## config.mk

```make
export PLATFORM = sky130hd
export DESIGN_NAME = std_div_pipe_flat
export DESIGN_NICKNAME = d
export VERILOG_FILES = /design/src/rtl/std_div_pipe_if.sv /design/src/rtl/std_div_pipe.sv /design/src/flat_wrapper.sv
export SDC_FILE = /design/constraint.sdc
export NUM_CORES = 1
export LEC_CHECK = 0
export CAP_MARGIN = 25
export CORE_MARGIN = 1
export CORE_UTILIZATION = 34
export CTS_BUF_LIST = sky130_fd_sc_hd__clkbuf_4 sky130_fd_sc_hd__clkbuf_8
export CTS_CLUSTER_DIAMETER = 60
export CTS_CLUSTER_SIZE = 20
export DETAILED_ROUTE_END_ITERATION = 7
export PLACE_DENSITY = 0.54
export SLEW_MARGIN = 20
export SYNTH_ARGS = -nofsm -noshare
export SYNTH_HDL_FRONTEND = slang
export SYNTH_SLANG_ARGS = --single-unit
```

## constraint.sdc

```tcl
create_clock -name clk -period 3.7 [get_ports clk]
set_input_delay 0.74 -clock clk [delete_from_list [all_inputs] [get_ports clk]]
set_output_delay 0.74 -clock clk [all_outputs]
set_load 0.1 [all_outputs]
```

## src/rtl/std_div_pipe_if.sv

```systemverilog
// std_div_pipe go/done bundle: operands in, quotient/remainder/done out.
// Master drives the request side, slave is the divider.
interface std_div_pipe_if #(
  parameter int WIDTH = 32
);
  logic             go;
  logic [WIDTH-1:0] left;
  logic [WIDTH-1:0] right;
  logic [WIDTH-1:0] out_quotient;
  logic [WIDTH-1:0] out_remainder;
  logic             done;

  modport master (
    output go, left, right,
    input  out_quotient, out_remainder, done
  );

  modport slave (
    input  go, left, right,
    output out_quotient, out_remainder, done
  );
endinterface

```

## src/rtl/std_div_pipe.sv

```systemverilog
// std_div_pipe: iterative restoring divider, one quotient bit per cycle.
// Define STD_DIV_PIPE_SIGNED_EN for two's complement operands.
module std_div_pipe #(
  parameter int WIDTH = 32
) (
  input  logic         clk,
  input  logic         reset,
  std_div_pipe_if.slave bus
);
  localparam int CW = $clog2(WIDTH) + 1;

  typedef enum logic [1:0] {
    S_IDLE,
    S_RUN,
    S_DONE
  } state_t;

  state_t           r_state;
  state_t           w_next;
  logic             w_accept;
  logic             w_last;

  logic [WIDTH-1:0] r_dvd;
  logic [WIDTH-1:0] r_dvs;
  logic [WIDTH-1:0] r_rem;
  logic [CW-1:0]    r_cnt;
  logic [WIDTH-1:0] r_out_q;
  logic [WIDTH-1:0] r_out_r;

  logic [WIDTH:0]   w_shift;
  logic [WIDTH:0]   w_sub;
  logic             w_ge;
  logic [WIDTH-1:0] w_rem_nxt;
  logic [WIDTH-1:0] w_q_raw;
  logic [WIDTH-1:0] w_ld_dvd;
  logic [WIDTH-1:0] w_ld_dvs;
  logic [WIDTH-1:0] w_fin_q;
  logic [WIDTH-1:0] w_fin_r;

  always_ff @(posedge clk) begin
    if (reset) r_state <= S_IDLE;
    else       r_state <= w_next;
  end

  always_comb begin
    w_next   = r_state;
    w_accept = 1'b0;
    w_last   = 1'b0;
    unique case (r_state)
      S_IDLE: begin
        if (bus.go) begin
          w_next   = S_RUN;
          w_accept = 1'b1;
        end
      end
      S_RUN: begin
        if (r_cnt == CW'(WIDTH - 1)) begin
          w_next = S_DONE;
          w_last = 1'b1;
        end
      end
      S_DONE:  w_next = S_IDLE;
      default: w_next = S_IDLE;
    endcase
  end

  // Partial remainder is WIDTH+1 wide; the borrow bit decides the step.
  assign w_shift   = {r_rem, r_dvd[WIDTH-1]};
  assign w_sub     = w_shift - {1'b0, r_dvs};
  assign w_ge      = ~w_sub[WIDTH];
  assign w_rem_nxt = w_ge ? w_sub[WIDTH-1:0] : w_shift[WIDTH-1:0];
  assign w_q_raw   = {r_dvd[WIDTH-2:0], w_ge};

`ifdef STD_DIV_PIPE_SIGNED_EN
  logic             r_neg_q;
  logic             r_neg_r;
  logic             r_zero;
  logic [WIDTH-1:0] r_left;

  assign w_ld_dvd = bus.left[WIDTH-1]  ? -bus.left  : bus.left;
  assign w_ld_dvs = bus.right[WIDTH-1] ? -bus.right : bus.right;

  // MIN/-1 falls out of the negate: magnitude 2^(W-1) wraps back to MIN.
  assign w_fin_q = r_zero  ? '1 :
                   r_neg_q ? -w_q_raw : w_q_raw;
  assign w_fin_r = r_zero  ? r_left :
                   r_neg_r ? -w_rem_nxt : w_rem_nxt;

  always_ff @(posedge clk) begin
    if (reset) begin
      r_neg_q <= 1'b0;
      r_neg_r <= 1'b0;
      r_zero  <= 1'b0;
      r_left  <= '0;
    end else if (w_accept) begin
      r_neg_q <= bus.left[WIDTH-1] ^ bus.right[WIDTH-1];
      r_neg_r <= bus.left[WIDTH-1];
      r_zero  <= (bus.right == '0);
      r_left  <= bus.left;
    end
  end
`else
  assign w_ld_dvd = bus.left;
  assign w_ld_dvs = bus.right;
  assign w_fin_q  = w_q_raw;
  assign w_fin_r  = w_rem_nxt;
`endif

  // Dividend register doubles as the quotient shift register.
  always_ff @(posedge clk) begin
    if (reset) begin
      r_dvd   <= '0;
      r_dvs   <= '0;
      r_rem   <= '0;
      r_cnt   <= '0;
      r_out_q <= '0;
      r_out_r <= '0;
    end else if (w_accept) begin
      r_dvd <= w_ld_dvd;
      r_dvs <= w_ld_dvs;
      r_rem <= '0;
      r_cnt <= '0;
    end else if (r_state == S_RUN) begin
      r_dvd <= w_q_raw;
      r_rem <= w_rem_nxt;
      r_cnt <= r_cnt + 1'b1;
      if (w_last) begin
        r_out_q <= w_fin_q;
        r_out_r <= w_fin_r;
      end
    end
  end

  assign bus.out_quotient  = r_out_q;
  assign bus.out_remainder = r_out_r;
  assign bus.done          = (r_state == S_DONE);
endmodule
```

## src/flat_wrapper.sv

```systemverilog
// flat-port wrapper written by rule: the top's interface ports become plain ports
module std_div_pipe_flat 
#(
  parameter int WIDTH = 32
)
  (clk, reset, bus_go, bus_left, bus_right, bus_out_quotient, bus_out_remainder, bus_done);
  std_div_pipe_if #(.WIDTH(WIDTH)) bus_i ();
  input  logic clk;
  input  logic reset;
  input wire logic [$bits(bus_i.go)-1:0] bus_go;
  input wire logic [$bits(bus_i.left)-1:0] bus_left;
  input wire logic [$bits(bus_i.right)-1:0] bus_right;
  output wire logic [$bits(bus_i.out_quotient)-1:0] bus_out_quotient;
  output wire logic [$bits(bus_i.out_remainder)-1:0] bus_out_remainder;
  output wire logic [$bits(bus_i.done)-1:0] bus_done;
  assign bus_i.go = bus_go;
  assign bus_i.left = bus_left;
  assign bus_i.right = bus_right;
  assign bus_out_quotient = bus_i.out_quotient;
  assign bus_out_remainder = bus_i.out_remainder;
  assign bus_done = bus_i.done;
  std_div_pipe #(.WIDTH(WIDTH)) u_core (.clk(clk), .reset(reset), .bus(bus_i));
endmodule
```

==> results.sh <==
export IMPL_status="complete, no violations"
export IMPL_route_detailed_drc=0
export IMPL_fillers=2517
export IMPL_critical_path_class="reg2reg"
export IMPL_wirelength_um=23000
export IMPL_syn2layout_area_growth_pct=23.9
export IMPL_num_rows=57
export IMPL_min_from="u_core.bus.out_quotient[2]"
export IMPL_cts_tree="built"
export IMPL_synth_seq_cells=168
export IMPL_synth_fa_ha_area_share_pct=5.17
export IMPL_cts_sinks=168
export IMPL_viasPerCell=5.11
export IMPL_max_cap_violations=0
export IMPL_async_reset_ff_share_pct=0
export IMPL_hold_depth=2
export IMPL_power_frac_clock_pct=30.2
export IMPL_internal_power_mw=2.99
export IMPL_synth_cell_types=62
export IMPL_syn_nets=1160
export IMPL_grt_overflow=0
export IMPL_period_share_pct=91.7
export IMPL_yosys_area_share_xor_xnor_pct=2.93
export IMPL_place_hpwl_um=16300
export IMPL_chipHeight_um=159
export IMPL_reg2reg_to="u_core.bus.out_remainder[20]"
export IMPL_p_seq_share_pct=40.7
export IMPL_yosysTopAreaCell="dfxtp_1"
export IMPL_p_comb_share_pct=29.1
export IMPL_rsz0062_at_grt="no"
export IMPL_tightest_slew_ns=1.03
export IMPL_n_antenna_cell=0
export IMPL_synth_simple_area_share_pct=18.6
export IMPL_clk_latency_ns=0.48
export IMPL_io_pins=132
export IMPL_fin_skew_ns=0.0205
export IMPL_gp_congestion=0.910
export IMPL_synthTopCellsByArea="dfxtp_1, a21oi_1, nand2_1, ha_1, nor2_1"
export IMPL_synthesis_area_um2=8370
export IMPL_worst_hold_slack_ns=0.457
export IMPL_start_util_pct=34.5
export IMPL_drtIter0Drc=446
export IMPL_fp_coreArea_um2=24200
export IMPL_portBuffers=131
export IMPL_reg2reg_slack_ns=0.31
export IMPL_hold_viol_final=0
export IMPL_yosys_cell_count_top_type="nand2_1"
export IMPL_worstSetupEndpointType="register"
export IMPL_synth_avg_cell_area_um2=7.90
export IMPL_synthMuxAreaShare_pct=3.12
export IMPL_grt_pass1_wl_um=37500
export IMPL_grt_start_max_net_pins=79
export IMPL_die_area_um2=25300
export IMPL_postCtsSetupRepairBufs=0
export IMPL_ys_flop_type="dfxtp_1"
export IMPL_slew_limit_headroom_pct=31.4
export IMPL_required_ns=4.02
export IMPL_ctsHtreeMaxLevel=4
export IMPL_holdPathEnd="u_core.bus.out_quotient[2]"
export IMPL_synth_warnings=0
export IMPL_p_sw_share_pct=37.3
export IMPL_dr_pass1_iters=5
export IMPL_detail_route_wl_per_cell_um=15.5
export IMPL_ff2ff_path_depth=12
export IMPL_seq_area_frac_synth_pct=40.2
export IMPL_drive_gt1_share_pct=5.84
export IMPL_setup_tns_final_ns=0
export IMPL_power_leakage_nw=3.81
export IMPL_synth_compound_area_share_pct=24.7
export IMPL_grtUsageTotal_pct=18.3
export IMPL_fin_cells=1488
export IMPL_synth_common_cells="nand2_1, dfxtp_1, a21oi_1"
export IMPL_syn_inst=1059
export IMPL_netlist_area_leader_share_pct=40.2
export IMPL_die_w_um=159
export IMPL_cp_start_kind="register"
export IMPL_vias=7610
export IMPL_regToRegStartpoint="u_core.r_dvd[31]"
export IMPL_synth_top_family_by_area="compound AO/OA/AOI/OAI gates"
export IMPL_setup_violations=0
export IMPL_cts_root_buf="clkbuf_8"
export IMPL_ir_drop_mv=0.239
export IMPL_dpl_cell_count=1456
export IMPL_cts_clk_slew_worst_paths_ns=0.11
export IMPL_switchingPower_mw=1.77
export IMPL_fmax_mhz=295
export IMPL_clk_path_buf_depth=2
export IMPL_drv_slew=0
export IMPL_grt_pass1_vias=7076
export IMPL_hold_path_class="reg2reg"
export IMPL_ant_nets=0
export IMPL_fin_crit_ns=3.39
export IMPL_critical_path_max_fanout=31
export IMPL_grt_antenna_before_repair=0
export IMPL_finalNetCount=1252
export IMPL_synth_edf_count=0
export IMPL_power_density_nw_per_um2=459
export IMPL_cts_made_buffers=17
export IMPL_worst_ep_arrival_time_ns=3.71
[cell type report]
type	count	area, um2	share of cell area, %
flip-flops and latches	168	3360	32.4
clock inverters	15	211	2.04
well taps	324	405	3.91
multi-input cells	779	4580	44.2
clock buffers	17	234	2.26
repair buffers	146	1430	13.8
inverters	39	146	1.41
[worst max-delay path by stage]
| stage | start | endpoint | slack (ns) | depth (start not counted) |
|---|---|---|---|---|
| floorplan | u_core.r_dvd[31] | u_core.bus.out_remainder[1] | 0.68 | 12 |
| global placement | u_core.r_dvd[31] | u_core.bus.out_remainder[0] | 0.30 | 11 |
| detailed placement | u_core.r_dvd[31] | u_core.bus.out_remainder[1] | 0.23 | 11 |
| CTS | u_core.r_dvd[31] | u_core.bus.out_remainder[1] | 0.19 | 11 |
| global route | u_core.r_dvd[31] | u_core.bus.out_remainder[20] | 0.04 | 12 |
| finish | u_core.r_dvd[31] | u_core.bus.out_remainder[20] | 0.31 | 12 |
[power groups by stage]
stage               Sequential (mW)  Clock, mW  Combinational, mW
global placement               1.98          0               1.38
detailed placement             1.98          0               1.38
CTS                            1.94       1.48               1.39
floorplan                      1.96          0               1.03
finish                         1.94       1.44               1.39
global route                   1.95       1.56               1.53
[metal layers]
metal,GRT usage [%],share of wire (%),vias to the layer above
met3,3.53,3.0,15
met4,3.76,0.92,0
li1,-,-,3902
met1,25.5,50,3574
met5,0,0,-
met2,29.2,46,119
[cell families after synthesis]
logic type	count (synthesis)
flops	168
mux	26
buf+inv	112
fa+ha+maj	34
xor+xnor	28
compound gates	335
simple gates	356
[state kept, by name, summed over array words and instances (netlist names)]
register                  flops
u_core.bus.out_quotient      32
u_core.bus.out_remainder     32
u_core.r_cnt                  6
u_core.r_dvd                 32
u_core.r_dvs                 32
u_core.r_rem                 32
u_core.r_state                2
[timing repair]
item | CTS | global route
gates resized for setup | 0 | 1
endpoints found under the setup margin | 0 | 5
hold buffers | 0 | 0
[stage by stage]
step	setup WS (ns)	cell area, um2	total power [mW]	utilization, %
floorplan	0.679	8370	2.99	-
global placement	0.296	9920	3.35	40.9
detailed placement	0.225	9920	3.36	40.9
CTS	0.190	10400	4.80	42.8
global route	0.0432	10400	5.04	42.8
finish	0.309	10400	4.76	42.8
[critical path, cell delays in order, from the launching register on]
cell and delay [ns]:
dfxtp_1 0.37, inv_1 0.06, ha_1 0.21, fa_1 0.40, nand2b_1 0.20, a211oi_2 0.30, o21ai_2 0.16, a2111oi_4 0.50
nor3_2 0.15, nor3_4 0.22, buf_12 0.26, mux2i_1 0.30, a211oi_1 0.11
[layout by cell type, fill, tap and decap left out, drive strengths merged, types with 6 or more instances in the layout]
master         instances
a21o                  15
a22oi                 32
clkbuf                17
xor2                  12
o21a                   8
inv                   48
nand3                 16
a21oi                156
xnor2                 16
ha                    33
nand4                 12
nand2                199
clkinv                 6
a211oi                35
nor2                  76
a2111oi                6
buf                   17
clkdlybuf4s50        129
dfxtp                168
o21ai                 53
mux2i                 25
or4                    6
nor3                  11
No activity file was read; power rests on OpenSTA's default activity.
